--- config.mk ---
export PLATFORM = sky130hd
export DESIGN_NAME = star_game_sched_flat
export DESIGN_NICKNAME = d
export VERILOG_FILES = /design/src/rtl/star_game_sched_pkg.sv /design/src/rtl/star_game_sched_if.sv /design/src/rtl/star_game_sched_arb.sv /design/src/rtl/star_game_sched.sv /design/src/flat_wrapper.sv
export SDC_FILE = /design/constraint.sdc
export NUM_CORES = 1
export LEC_CHECK = 0
export ABC_CLOCK_PERIOD_IN_PS = 4800
export CORE_ASPECT_RATIO = 1.5
export CORE_MARGIN = 1.5
export CORE_UTILIZATION = 50
export DETAILED_ROUTE_END_ITERATION = 10
export GPL_TIMING_DRIVEN = 0
export PLACE_DENSITY = 0.83
export SKIP_LAST_GASP = 1
export SLEW_MARGIN = 40
export SYNTH_ARGS = -nofsm -noshare
export SYNTH_HDL_FRONTEND = slang
export SYNTH_SLANG_ARGS = --single-unit
--- constraint.sdc ---
create_clock -name clock -period 4.8 [get_ports clock]
set_clock_uncertainty 0.2 [all_clocks]
set_input_delay 1.44 -clock clock [delete_from_list [all_inputs] [get_ports clock]]
set_output_delay 1.44 -clock clock [all_outputs]
set_load 0.1 [all_outputs]
--- src/rtl/star_game_sched_pkg.sv ---
// Shared types for the star game scheduler.
// Contents: game state encoding, level and winner types, arbiter priority
// encoding, and the round_winner codes.
package star_pkg;

  typedef enum logic [1:0] {
    IDLE      = 2'd0,
    PLAY      = 2'd1,
    CELEBRATE = 2'd2,
    GAME_OVER = 2'd3
  } game_state_t;

  typedef logic [1:0] level_t;
  typedef logic [1:0] winner_t;

  typedef enum logic {
    PRIO_P1 = 1'b0,
    PRIO_P2 = 1'b1
  } prio_t;

  localparam winner_t WINNER_NONE = 2'b00;
  localparam winner_t WINNER_P1   = 2'b01;
  localparam winner_t WINNER_P2   = 2'b10;

endpackage

--- src/rtl/star_game_sched_if.sv ---
// Bundle between the scheduler and its neighbours.
// Inputs to the scheduler: start, finish_frame, score1, score2 (pulses).
// Outputs from the scheduler: pts1, pts2, level_state, round_winner,
// play_en, game_over.
// master: the side driving pulses and observing scores (collision logic,
// renderer, bench). slave: the scheduler.
interface star_game_sched_if;
  import star_pkg::*;

  logic       start;
  logic       finish_frame;
  logic       score1;
  logic       score2;
  logic [3:0] pts1;
  logic [3:0] pts2;
  level_t     level_state;
  winner_t    round_winner;
  logic       play_en;
  logic       game_over;

  modport master (
    output start, finish_frame, score1, score2,
    input  pts1, pts2, level_state, round_winner, play_en, game_over
  );

  modport slave (
    input  start, finish_frame, score1, score2,
    output pts1, pts2, level_state, round_winner, play_en, game_over
  );

endinterface

--- src/rtl/star_game_sched_arb.sv ---
// Round-robin arbiter for the two score inputs.
// Ports: clock, reset (sync, active-low), en (grants allowed), clear
// (drop pending points, priority back to player 1), score1/score2 (pulses),
// grant1/grant2 (one-hot or zero, combinational).
// A request that loses is remembered in its pend flag; a new pulse while
// the flag is already set merges into the same single point.
module score_rr_arb
  import star_pkg::*;
(
  input  logic clock,
  input  logic reset,
  input  logic en,
  input  logic clear,
  input  logic score1,
  input  logic score2,
  output logic grant1,
  output logic grant2
);

  logic  pend1;
  logic  pend2;
  prio_t prio;
  logic  req1;
  logic  req2;

  always_comb begin
    req1   = score1 | pend1;
    req2   = score2 | pend2;
    grant1 = en && req1 && (!req2 || (prio == PRIO_P1));
    grant2 = en && req2 && (!req1 || (prio == PRIO_P2));
  end

  always_ff @(posedge clock) begin
    if (!reset) begin
      pend1 <= 1'b0;
      pend2 <= 1'b0;
      prio  <= PRIO_P1;
    end else if (clear) begin
      pend1 <= 1'b0;
      pend2 <= 1'b0;
      prio  <= PRIO_P1;
    end else if (grant1) begin
      pend1 <= 1'b0;
      pend2 <= req2;
      prio  <= PRIO_P2;
    end else if (grant2) begin
      pend2 <= 1'b0;
      pend1 <= req1;
      prio  <= PRIO_P1;
    end
  end

endmodule

--- src/rtl/star_game_sched.sv ---
// Scoring and level scheduler feeding the star/colour renderer.
// Ports: clock, reset (sync, active-low), bus (slave side of
// star_game_sched_if: start/finish_frame/score pulses in; pts1, pts2,
// level_state, round_winner, play_en, game_over out).
//
// state     | meaning
// ----------+-----------------------------------------------------------
// IDLE      | after reset, waiting for start
// PLAY      | ball live, score pulses arbitrated into pts1/pts2
// CELEBRATE | round won, holding CELEB_FRAMES video frames
// GAME_OVER | last level won, outputs frozen until start
module star_game_sched
  import star_pkg::*;
#(
  parameter int WIN_PTS      = 9,
  parameter int CELEB_FRAMES = 120,
  parameter int NUM_LEVELS   = 4
) (
  input logic              clock,
  input logic              reset,
  star_game_sched_if.slave bus
);

  localparam int         FCW        = $clog2(CELEB_FRAMES + 1);
  localparam logic [3:0] WIN_M1     = 4'(WIN_PTS - 1);
  localparam logic [FCW-1:0] FRAME_LAST = FCW'(CELEB_FRAMES - 1);
  localparam level_t     LEVEL_LAST = level_t'(NUM_LEVELS - 1);

  game_state_t    state;
  game_state_t    state_nxt;
  logic [3:0]     pts1;
  logic [3:0]     pts2;
  level_t         level;
  winner_t        winner;
  logic [FCW-1:0] frame_cnt;

  logic grant1;
  logic grant2;
  logic win1;
  logic win2;
  logic frame_last;
  logic start_ok;
  logic arb_clear;

  score_rr_arb u_arb (
    .clock  (clock),
    .reset  (reset),
    .en     (state == PLAY),
    .clear  (arb_clear),
    .score1 (bus.score1),
    .score2 (bus.score2),
    .grant1 (grant1),
    .grant2 (grant2)
  );

  always_ff @(posedge clock) begin
    if (!reset) state <= IDLE;
    else        state <= state_nxt;
  end

  always_comb begin
    state_nxt  = state;
    win1       = grant1 && (pts1 == WIN_M1);
    win2       = grant2 && (pts2 == WIN_M1);
    frame_last = bus.finish_frame && (frame_cnt == FRAME_LAST);
    start_ok   = bus.start && ((state == IDLE) || (state == GAME_OVER));
    arb_clear  = 1'b0;
    case (state)
      IDLE: begin
        if (bus.start) state_nxt = PLAY;
      end
      PLAY: begin
        if (win1 || win2) begin
          state_nxt = CELEBRATE;
          arb_clear = 1'b1;
        end
      end
      CELEBRATE: begin
        if (frame_last) begin
          state_nxt = (level == LEVEL_LAST) ? GAME_OVER : PLAY;
          arb_clear = 1'b1;
        end
      end
      GAME_OVER: begin
        if (bus.start) state_nxt = PLAY;
      end
      default: state_nxt = IDLE;
    endcase
    // Fresh game always starts with player 1 favoured and nothing pending.
    if (start_ok) arb_clear = 1'b1;
  end

  always_ff @(posedge clock) begin
    if (!reset) begin
      pts1      <= 4'd0;
      pts2      <= 4'd0;
      level     <= '0;
      winner    <= WINNER_NONE;
      frame_cnt <= '0;
    end else begin
      case (state)
        IDLE, GAME_OVER: begin
          if (bus.start) begin
            pts1   <= 4'd0;
            pts2   <= 4'd0;
            level  <= '0;
            winner <= WINNER_NONE;
          end
        end
        PLAY: begin
          if (grant1) pts1 <= pts1 + 4'd1;
          if (grant2) pts2 <= pts2 + 4'd1;
          if (win1) winner <= WINNER_P1;
          if (win2) winner <= WINNER_P2;
          frame_cnt <= '0;
        end
        CELEBRATE: begin
          if (bus.finish_frame) frame_cnt <= frame_cnt + 1'b1;
          // Last level keeps pts/winner on display through GAME_OVER.
          if (frame_last && (level != LEVEL_LAST)) begin
            level  <= level + 2'd1;
            pts1   <= 4'd0;
            pts2   <= 4'd0;
            winner <= WINNER_NONE;
          end
        end
        default: ;
      endcase
    end
  end

  assign bus.pts1         = pts1;
  assign bus.pts2         = pts2;
  assign bus.level_state  = level;
  assign bus.round_winner = winner;
  assign bus.play_en      = (state == PLAY);
  assign bus.game_over    = (state == GAME_OVER);

endmodule

--- src/flat_wrapper.sv ---
// flat-port wrapper written by rule: the top's interface ports become plain ports
module star_game_sched_flat import star_pkg::*;
#(
  parameter int WIN_PTS      = 9,
  parameter int CELEB_FRAMES = 120,
  parameter int NUM_LEVELS   = 4
)
  (clock, reset, bus_start, bus_finish_frame, bus_score1, bus_score2, bus_pts1, bus_pts2, bus_level_state, bus_round_winner, bus_play_en, bus_game_over);
  star_game_sched_if bus_i ();
  input logic clock;
  input logic reset;
  input wire logic [$bits(bus_i.start)-1:0] bus_start;
  input wire logic [$bits(bus_i.finish_frame)-1:0] bus_finish_frame;
  input wire logic [$bits(bus_i.score1)-1:0] bus_score1;
  input wire logic [$bits(bus_i.score2)-1:0] bus_score2;
  output wire logic [$bits(bus_i.pts1)-1:0] bus_pts1;
  output wire logic [$bits(bus_i.pts2)-1:0] bus_pts2;
  output wire logic [$bits(bus_i.level_state)-1:0] bus_level_state;
  output wire logic [$bits(bus_i.round_winner)-1:0] bus_round_winner;
  output wire logic [$bits(bus_i.play_en)-1:0] bus_play_en;
  output wire logic [$bits(bus_i.game_over)-1:0] bus_game_over;
  assign bus_i.start = bus_start;
  assign bus_i.finish_frame = bus_finish_frame;
  assign bus_i.score1 = bus_score1;
  assign bus_i.score2 = bus_score2;
  assign bus_pts1 = bus_i.pts1;
  assign bus_pts2 = bus_i.pts2;
  assign bus_level_state = bus_i.level_state;
  assign bus_round_winner = bus_i.round_winner;
  assign bus_play_en = bus_i.play_en;
  assign bus_game_over = bus_i.game_over;
  star_game_sched #(.WIN_PTS(WIN_PTS), .CELEB_FRAMES(CELEB_FRAMES), .NUM_LEVELS(NUM_LEVELS)) u_core (.clock(clock), .reset(reset), .bus(bus_i));
endmodule
==> results of run 1 <==
## report_power, final
group	internal [mW]	total, mW	switching, mW
clock	0.0561	0.116	0.0595
sequential	0.216	0.235	0.0188
combinational	0.124	0.382	0.259
## state kept, by name (all words and copies together) (netlist names)
signal	count
u_core.u_arb.prio	1
u_core.state	2
u_core.bus.pts2	4
u_core.u_arb.pend2	1
u_core.bus.pts1	4
u_core.frame_cnt	7
u_core.bus.level_state	2
u_core.u_arb.pend1	1
u_core.bus.round_winner	2
## routing by layer
| metal | GRT usage [%] | share of wire (%) |
|---|---|---|
| met5 | 0 | 0 |
| met1 | 25.9 | 40 |
| met3 | 2.34 | 2.2 |
| met2 | 38.7 | 56 |
| met4 | 10.2 | 1.6 |
## kinds of logic (layout without fill, tap and decap cells)
| kind of cell | after synthesis | in the layout | synth area share [%] |
|---|---|---|---|
| buf+inv | 22 | 44 | 6.42 |
| fa+ha+maj | 10 | 10 | 8.45 |
| mux | 7 | 7 | 4.99 |
| compound gates | 42 | 42 | 23.9 |
| simple gates | 61 | 61 | 22.0 |
| xor+xnor | 3 | 3 | 1.78 |
| flops | 24 | 24 | 32.5 |
## per-stage QoR
step	cells	util, %	worst slack [ns]	power (mW)
6_report	230	59.3	1.51	0.732
5_1_grt	230	59.3	1.39	0.778
4_1_cts	230	59.3	1.54	0.736
3_5_place_dp	227	57.8	1.25	0.620
3_3_place_gp	227	60.3	1.30	0.617
2_1_floorplan	169	-	1.98	0.546
## cell type report
type	instances	area, µm²	share of cell area, %
multi-input combinational	123	905	53.5
inverter	11	41.3	2.44
sequential	24	480	28.4
buffer	11	53.8	3.18
timing repair buffer	19	120	7.11
tap	39	48.8	2.89
clock buffer	3	41.3	2.44
## layout by cell type, fill, tap and decap left out, drive strengths merged, types with 2 or more instances in the layout
cell	count
dfxtp	24
buf	19
nand2	17
inv	11
ha	10
clkbuf	9
a211oi	8
nand3	8
nor2	7
nand4	7
o32ai	7
o21ai	6
a31oi	5
nand2b	5
clkdlybuf4s50	5
mux2i	4
nor3	4
or3	3
a21oi	3
mux2	3
a41oi	3
nor2b	2
xor2	2
and3	2
## worst reg2reg max path: cells and delay by family (launching register included)
family	cells	cell delay [ns]
simple gates	1	0.30
compound gates	3	0.87
fa+ha+maj	1	0.16
flops	1	0.36
buf+inv	2	0.32
## final timing paths
path / from / to / slack, ns / cells after the start
max reg2reg: u_core.state[1]$_SDFFE_PN0P_ / u_core.u_arb.pend2$_SDFFE_PP0P_ / 2.44 / 7
max: bus_score1 / u_core.u_arb.pend2$_SDFFE_PP0P_ / 1.51 / 5
min reg2reg: u_core.bus.level_state[1]$_SDFFE_PN0P_ / u_core.bus.level_state[1]$_SDFFE_PN0P_ / 0.28 / 2
min: u_core.bus.level_state[1]$_SDFFE_PN0P_ / u_core.bus.level_state[1]$_SDFFE_PN0P_ / 0.28 / 2
==> metrics.md, run 1 <==
| Metric | Value |
|---|---|
| Total track usage | 22.5% |
| Top post-synthesis cells by area | dfxtp_1, ha_1, o32ai_2, nand2_1, a211oi_1 |
| Net Count, Synth | between 150 and 200 |
| WS Path Type | in -> reg |
| Power per Cell Area | between 400 and 500 nW/µm² |
| CP Launch Type | primary input |
| Clk_lat worst skew | 0.26 ns |
| Die ar. | ~3300 µm² |
| Core area | 2850 µm² |
| Nets | 209 |
| Max_cap viols | 0 |
| Hold slack | between 0.2 and 0.3 ns |
| Arr. time, crit path | approximately 3.2 ns |
| Dominant synthesized flop cell | dfxtp_1 |
| Min Tclk post-route | 3.29 ns |
| Post-synth EDFFs | 0 |
| Max IR drop VDD | ~0.27 mV |
| DR vias/cell | just over 6 |
| Final hold violations | 0 |
| Sequential-to-total area share from yosys stat | 32.5% |
| CTS clk-pin slew, worst paths | around 0.07 ns |
| Syn Area/Cell | ~8.8 µm² |
| Crit path max-delay family | compound AO/OA/AOI/OAI gates |
| Final setup vio count | 0 |
| RSZ-0062 raised after global routing | false |
| Mapped cell area | ~1500 µm² |
| Setup crit end kind | flop |
| CTS tree | done |
| Vias in the first global route | roughly 1300 |
| Share of layout cells above drive strength 1 | 18.3% |
| Worst path cell trace | clkdlybuf4s50_1 -> o21bai_1 -> nand4_1 -> a41oi_1 -> a2111oi_0 |
| Worst slew pin tran | 0.530 ns |
| Vias | ~1400 |
| First-pass GRT wire length | 5.62 mm |
| CTS root buffer | clkbuf_8 |
| Top Ports | 20 |
| Fillers | roughly 270 |
| Final WL | approximately 3.3 mm |
| Slowest Stage Delay on Critical Path | roughly 0.45 ns |
| Status | completed |
| DR DRC count | 0 |
| FFs w/ async S/R, synth | 0% |
| Leak | approximately 0.66 nW |
| ANT cells | 0 |
| WL/cell | 14.5 µm |
| P&R area growth vs syn | 14.2% |
| Rel. slew slack | 64.7% |
| Setup Fix Bufs, Post-CTS | 0 |
| Final setup TNS | 0 ns |
| Cell taking the most area after synthesis | dfxtp_1 |
| Data required time of the worst path | 4.71 ns |
| CP max-delay cell | a41oi_1 |
| Final period utilization | about 70% |
| Clk sinks | 24 |
| Max Clk Rate | about 300 MHz |
| PortBufs | 19 |
| Routability cong. | around 0.88 |
| Most common cell in the netlist | dfxtp_1 |
| Cts bufs inserted | 3 |
| Max-slew violations | 0 |
| DP HPWL | 2.64 mm |
| #FFs+latches synth | 24 |
| Final instance area | around 1700 µm² |
| Yosys warns | 0 |
| Initial Util | between 50% and 60% |
| Post-synth top area share | 32.5% |
| CTS Hold Bufs | 0 |
| Initial antenna violation count | 0 |
| DIE WIDTH | roughly 47 µm |
| Hold WC Path Type | reg -> reg |
| Starting DRT DRC Count | between 40 and 50 |
| CTS resizes | 0 |
| Buf/Inv on CP | 1 |
| Cell row count | 24 |
| Antenna-violating nets left | 0 |
| DIE HEIGHT | between 60 and 70 µm |
| Worst-path fanout max | 7 |
| Largest net degree at the start of global routing | 13 |
| Synth cell count leaders | dfxtp_1, nand2_1, ha_1, inv_1 |
| Post-Syn Instances | 169 |
| H-tree Lvls | 1 |
| DRT Pass-1 Iters | 6 |
| Count of cell types in the netlist | between 40 and 50 |
| Placed Area | roughly 1600 µm² |
| Total gr overflow | 0 |
| Max Root-Sink Buffers | 2 |
Note: power is estimated with default switching activity, not from simulation.
==> inputs of run 2 (changes only) <==
- ABC_CLOCK_PERIOD_IN_PS: 4800 -> 2850
- CORE_UTILIZATION: 50 -> 49
- PLACE_DENSITY: 0.83 -> 0.84
- clock period: 4.8 -> 2.85 ns (I/O delays scaled with it)
==> run 2 against run 1 <==
First-iteration DRC count rose by 82%. Register-to-register slack got worse by 2.0 ns. Die area rose by 1.9%. Power rose by 76%. Sequential power rose by 69%. Core utilization barely moved. Setup slack got worse by 1.3 ns. Count of clock-buffer cells in the layout rose by 1. Cell count rose by 0.43%. Critical path type unchanged. Critical endpoint is now u_core.bus.pts2[2]$_SDFFE_PN0P_. Largest cell class unchanged. Largest power group unchanged.
==> metrics.md, run 2 (synthesized netlist as in run 1, its figures left out) <==
| Metric | Value |
|---|---|
| Status | completed |
| WS Path Type | in -> reg |
| ANT cells | 0 |
| Hold WC Path Type | reg -> reg |
| Max reg flops | 7 |
| Commonest non-fill, non-tap cell in the layout | dfxtp_1 |
| Max Clk Rate | between 300 and 400 MHz |
| Slowest Stage Delay on Critical Path | between 0.5 and 0.6 ns |
| DIE WIDTH | 47.9 µm |
| Clk sinks | 24 |
| Final WL | 3.55 mm |
| Worst path cell trace | clkdlybuf4s50_1 -> and4_4 -> a41oi_2 -> or3_1 -> buf_6 -> o32ai_2 |
| Setup crit end kind | flop |
| RSZ-0062 raised after global routing | false |
| First-pass GRT wire length | 5.85 mm |
| Hold path cells | 2 |
| R2r setup slk | around 0.45 ns |
| Max_cap viols | 0 |
| CP max-delay cell | clkdlybuf4s50_1 |
| Cts bufs inserted | 3 |
| CTS tree | done |
| DRT Pass-1 Iters | 4 |
| Power per Cell Area | 755 nW/µm² |
| DIE HEIGHT | 70.3 µm |
| Cell row count | 24 |
| Largest net degree at the start of global routing | 14 |
| Nets | ~210 |
| Final period utilization | a little over nine tenths |
| Core area | approximately 2900 µm² |
| Max IR drop VDD | slightly below 0.5 mV |
| Final setup vio count | 0 |
| Crit Reg-Reg Startpoint | u_core.state[1]$_SDFFE_PN0P_ |
| Initial Util | 51.3% |
| Clk_lat worst skew | roughly 0.27 ns |
| Commonest cells after routing, fill and taps aside | dfxtp_1, buf_2, nand2_1 |
| Largest reg by FF count | u_core.frame_cnt |
| DR DRC count | 0 |
| DP HPWL | around 2.7 mm |
| Final hold violations | 0 |
| Die ar. | roughly 3400 µm² |
| Hold Crit Endpoint | u_core.bus.level_state[1]$_SDFFE_PN0P_ |
| Leak | 0.675 nW |
| Top Ports | 20 |
| P&R area growth vs syn | 15.4% |
| Routability cong. | about 0.86 |
| Rel. slew slack | 66.9% |
| DR vias/cell | between 6 and 7 |
| Largest registers | u_core.frame_cnt (7), u_core.bus.pts1 (4), u_core.bus.pts2 (4) |
| Max Root-Sink Buffers | 2 |
| Data required time of the worst path | around 2.8 ns |
| Setup Fix Bufs, Post-CTS | 0 |
| CTS root buffer | clkbuf_8 |
| Core Util, Final | approximately three fifths |
| Max-slew violations | 0 |
| Arr. time, crit path | 2.66 ns |
| Min Tclk post-route | 2.68 ns |
| Worst reg-to-reg path cell count | 7 |
| Total track usage | between 20% and 30% |
| Starting DRT DRC Count | 82 |
| Final setup TNS | 0 ns |
| Initial antenna violation count | 0 |
| PortBufs | 19 |
| Share of layout cells above drive strength 1 | around 19% |
| H-tree Lvls | 1 |
| CTS clk-pin slew, worst paths | about 0.090 ns |
| Vias | around 1400 |
| Total gr overflow | 0 |
| Worst-path fanout max | 7 |
| Crit path max-delay family | buffers and inverters |
| Buf/Inv on CP | 2 |
| Hold Path Origin | u_core.bus.level_state[1]$_SDFFE_PN0P_ |
| Worst slew pin tran | a little under 0.5 ns |
| WL/cell | between 15 and 20 µm |
| Worst R2R End | u_core.state[1]$_SDFFE_PN0P_ |
| Vias in the first global route | between 1000 and 1500 |
| CP Launch Type | primary input |
| Antenna-violating nets left | 0 |
run 2: cell count changes in the layout (fill, tap and decap cells not counted):
| cell | change |
|---|---|
| clkbuf_8 | +1 |
| o21bai_1 | -1 |
| o21bai_2 | +1 |
run 2: worst max-delay path by stage:
stage | slack (ns) | startpoint | cells after the start | end
after CTS | 0.1 | bus_score1 | 5 | u_core.state[1]$_SDFFE_PN0P_
after floorplan | 0.06 | u_core.state[1]$_SDFFE_PN0P_ | 7 | u_core.state[1]$_SDFFE_PN0P_
after global routing | 0.1 | bus_finish_frame | 6 | u_core.bus.pts1[3]$_SDFFE_PN0P_
after global placement | -0.07 | bus_score1 | 5 | u_core.state[1]$_SDFFE_PN0P_
after detailed placement | -0.18 | bus_score1 | 5 | u_core.state[1]$_SDFFE_PN0P_
final | 0.17 | bus_finish_frame | 6 | u_core.bus.pts2[2]$_SDFFE_PN0P_
run 2: cell type report:
type	instances	area, µm²
Tap cell	39	48.8
Clock buffer	4	55.1
Buffer	11	53.8
Timing Repair Buffer	19	120
Fill cell	277	1170
Sequential cell	24	480
Multi-Input combinational cell	123	908
Inverter	11	41.3
run 2: metrics by stage:
step                std cells  power [mW]  area, µm²  hold slack [ns]  worst slack, ns
detailed placement        227        1.05       1650            0.286           -0.181
global route              231        1.35       1710            0.334           0.0988
finish                    231        1.29       1710            0.293            0.174
floorplan                 169       0.920       1480            0.285           0.0553
CTS                       231        1.28       1700            0.298           0.0975
global placement          227        1.03       1720            0.266          -0.0695
run 2: power breakdown:
group          leakage [nW]  switching, mW  total [mW]  internal (mW)
Clock                0.0288          0.112       0.235          0.123
Sequential            0.194         0.0324       0.396          0.364
Combinational         0.452          0.450       0.658          0.208
Total                 0.675          0.594        1.29          0.695
run 2: timing repair:
item / CTS / global route
resized for setup: 0 / 1
hold buffers: 0 / 0
setup endpoints to repair: 0 / 2
run 2: metal layers:
layer | global-route usage (%) | up-vias | part of all wire (%)
li1 | - | 677 | -
met1 | 25.0 | 678 | 38
met2 | 41.6 | 44 | 55
met3 | 2.58 | 10 | 3.6
met4 | 7.81 | 0 | 2.4
met5 | 0 | - | 0
run 2: worst min-delay path, cell delays in order (launching register included):
cell and delay [ns]:
dfxtp_1 0.34, nand2_1 0.06, mux2i_1 0.06
==> inputs of run 3 (changes only) <==
- SETUP_SLACK_MARGIN: not set -> 0.4
==> run 3 against run 2 <==
Sequential power rose by 2%. Non-clock buffer count is 1 higher. Register-to-register slack better by 0.05 ns. Critical endpoint is now u_core.bus.pts2[0]$_SDFFE_PN0P_. Count of clock-buffer cells in the layout decreased by 1. Largest power group unchanged. Via count rose by 4.5%.
==> metrics.md, run 3 (synthesized netlist as in run 1, its figures left out) <==
| Metric | Value |
|---|---|
| CTS root buffer | clkbuf_8 |
| DR vias/cell | between 6 and 7 |
| P&R area growth vs syn | 22.3% |
| DIE HEIGHT | 70.3 µm |
| DR DRC count | 0 |
| Initial Util | about half |
| Max_cap viols | 0 |
| Final instance area | between 1500 and 2000 µm² |
| H-tree Lvls | 1 |
| Total gr overflow | 0 |
| Final setup TNS | 0 ns |
| DRT Pass-1 Iters | 4 |
| Starting DRT DRC Count | 31 |
| Top Ports | 20 |
| Worst reg-to-reg path cell count | 7 |
| Final WL | 3.86 mm |
| Fillers | approximately 260 |
| Worst slew pin tran | 0.567 ns |
| WS Path Type | in -> reg |
| Largest registers | u_core.frame_cnt (7), u_core.bus.pts1 (4), u_core.bus.pts2 (4) |
| Nets | 210 |
| Final setup vio count | 0 |
| Leak | just over 0.7 nW |
| Final period utilization | a little under nine tenths |
| DIE WIDTH | 47.9 µm |
| Hold WC Path Type | reg -> reg |
| Commonest non-fill, non-tap cell in the layout | dfxtp_1 |
| Largest reg by FF count | u_core.frame_cnt |
| Min Tclk post-route | 2.46 ns |
| RSZ-0062 raised after global routing | false |
| DP HPWL | ~2.7 mm |
| Rel. slew slack | ~62% |
| Setup crit end kind | flop |
| Max-slew violations | 0 |
| Hold path cells | 1 |
| Max IR drop VDD | ~0.42 mV |
| Largest net degree at the start of global routing | 15 |
| Arr. time, crit path | approximately 2.4 ns |
| Total track usage | 24.3% |
| ANT cells | 0 |
| Data required time of the worst path | roughly 2.8 ns |
| WL/cell | 16.6 µm |
| Cts bufs inserted | 3 |
| Vias in the first global route | approximately 1400 |
| Max reg flops | 7 |
| Die ar. | ~3400 µm² |
| Vias | approximately 1500 |
| FF/Latch Area | about 480 µm² |
| CTS tree | done |
| CP Launch Type | primary input |
| Share of layout cells above drive strength 1 | a little over a quarter |
| Routability cong. | 0.859 |
| Power per Cell Area | roughly 780 nW/µm² |
| CTS clk-pin slew, worst paths | around 0.09 ns |
| Status | completed |
| First-pass GRT wire length | around 6 mm |
| Final hold violations | 0 |
| Antenna-violating nets left | 0 |
| Initial antenna violation count | 0 |
| Max Clk Rate | slightly above 400 MHz |
| PortBufs | 19 |
| Max Root-Sink Buffers | 2 |
| Worst-path fanout max | 10 |
| Placed Area | ~1700 µm² |
| Core area | 2880 µm² |
| Core Util, Final | 62.8% |
| Commonest cells after routing, fill and taps aside | dfxtp_1, buf_2, nand2_1 |
| Clk sinks | 24 |
| Clk_lat worst skew | between 0.2 and 0.3 ns |
| Cell row count | 24 |
| Multi-input logic area | about 1000 µm² |
==> run 3: cell count changes in the layout (fill, tap and decap cells not counted), sizes merged <==
cell           previous run  this run
clkdlybuf4s50             5         2
bufinv                    0         1
dlymetal6s2s              0         2
buf                      19        20
==> run 3: area by class of cell <==
type	instances	share of cell area, %
Multi-Input combinational cell	123	54.0
Sequential cell	24	26.6
Timing Repair Buffer	20	7.05
Buffer	11	3.39
Tap cell	39	2.70
Clock buffer	3	2.28
Inverter	11	2.28
Clock inverter	1	1.66
==> run 3: through the flow <==
step	setup WS, ns	instances	power (mW)	hold WS (ns)
5_1_grt	0.362	232	1.49	0.320
3_5_place_dp	-0.108	227	1.05	0.285
2_1_floorplan	0.414	169	0.936	0.285
3_3_place_gp	-0.101	227	1.04	0.263
4_1_cts	0.404	232	1.37	0.306
6_report	0.390	232	1.42	0.301
==> run 3: worst max-delay path, stage by stage <==
cell	delay, ns
clkdlybuf4s50_1	0.45
nor2_1	0.35
clkbuf_2	0.33
a211oi_1	0.11
o31ai_1	0.33
==> run 3: routing by layer <==
metal	global-route usage, %	up-vias	routed length [µm]
met1	27.5	726	1530
met5	0	-	0
met3	3.88	14	125
li1	-	681	-
met2	41.0	52	2090
met4	11.7	0	121
==> run 3: path summary, 6_finish.rpt <==
check | start | to | slack (ns)
setup / recovery | bus_start | u_core.bus.pts2[0]$_SDFFE_PN0P_ | 0.39
hold / removal | u_core.bus.round_winner[0]$_SDFFE_PN0P_ | u_core.bus.round_winner[0]$_SDFFE_PN0P_ | 0.30
setup reg to reg | u_core.state[0]$_SDFFE_PN0P_ | u_core.bus.pts2[0]$_SDFFE_PN0P_ | 0.50
hold reg to reg | u_core.bus.round_winner[0]$_SDFFE_PN0P_ | u_core.bus.round_winner[0]$_SDFFE_PN0P_ | 0.30
==> run 3: power breakdown <==
| group | switching [mW] | internal [mW] | total (mW) |
|---|---|---|---|
| sequential | 0.0385 | 0.364 | 0.403 |
| clock | 0.125 | 0.188 | 0.314 |
| combinational | 0.476 | 0.227 | 0.703 |
| total | 0.640 | 0.779 | 1.42 |
==> run 3: what timing repair did <==
action	in CTS	in global routing
pin swaps	1	1
resized for setup	7	18
hold buffers	0	0
setup buffers	1	0
endpoints found under the setup margin	17	13
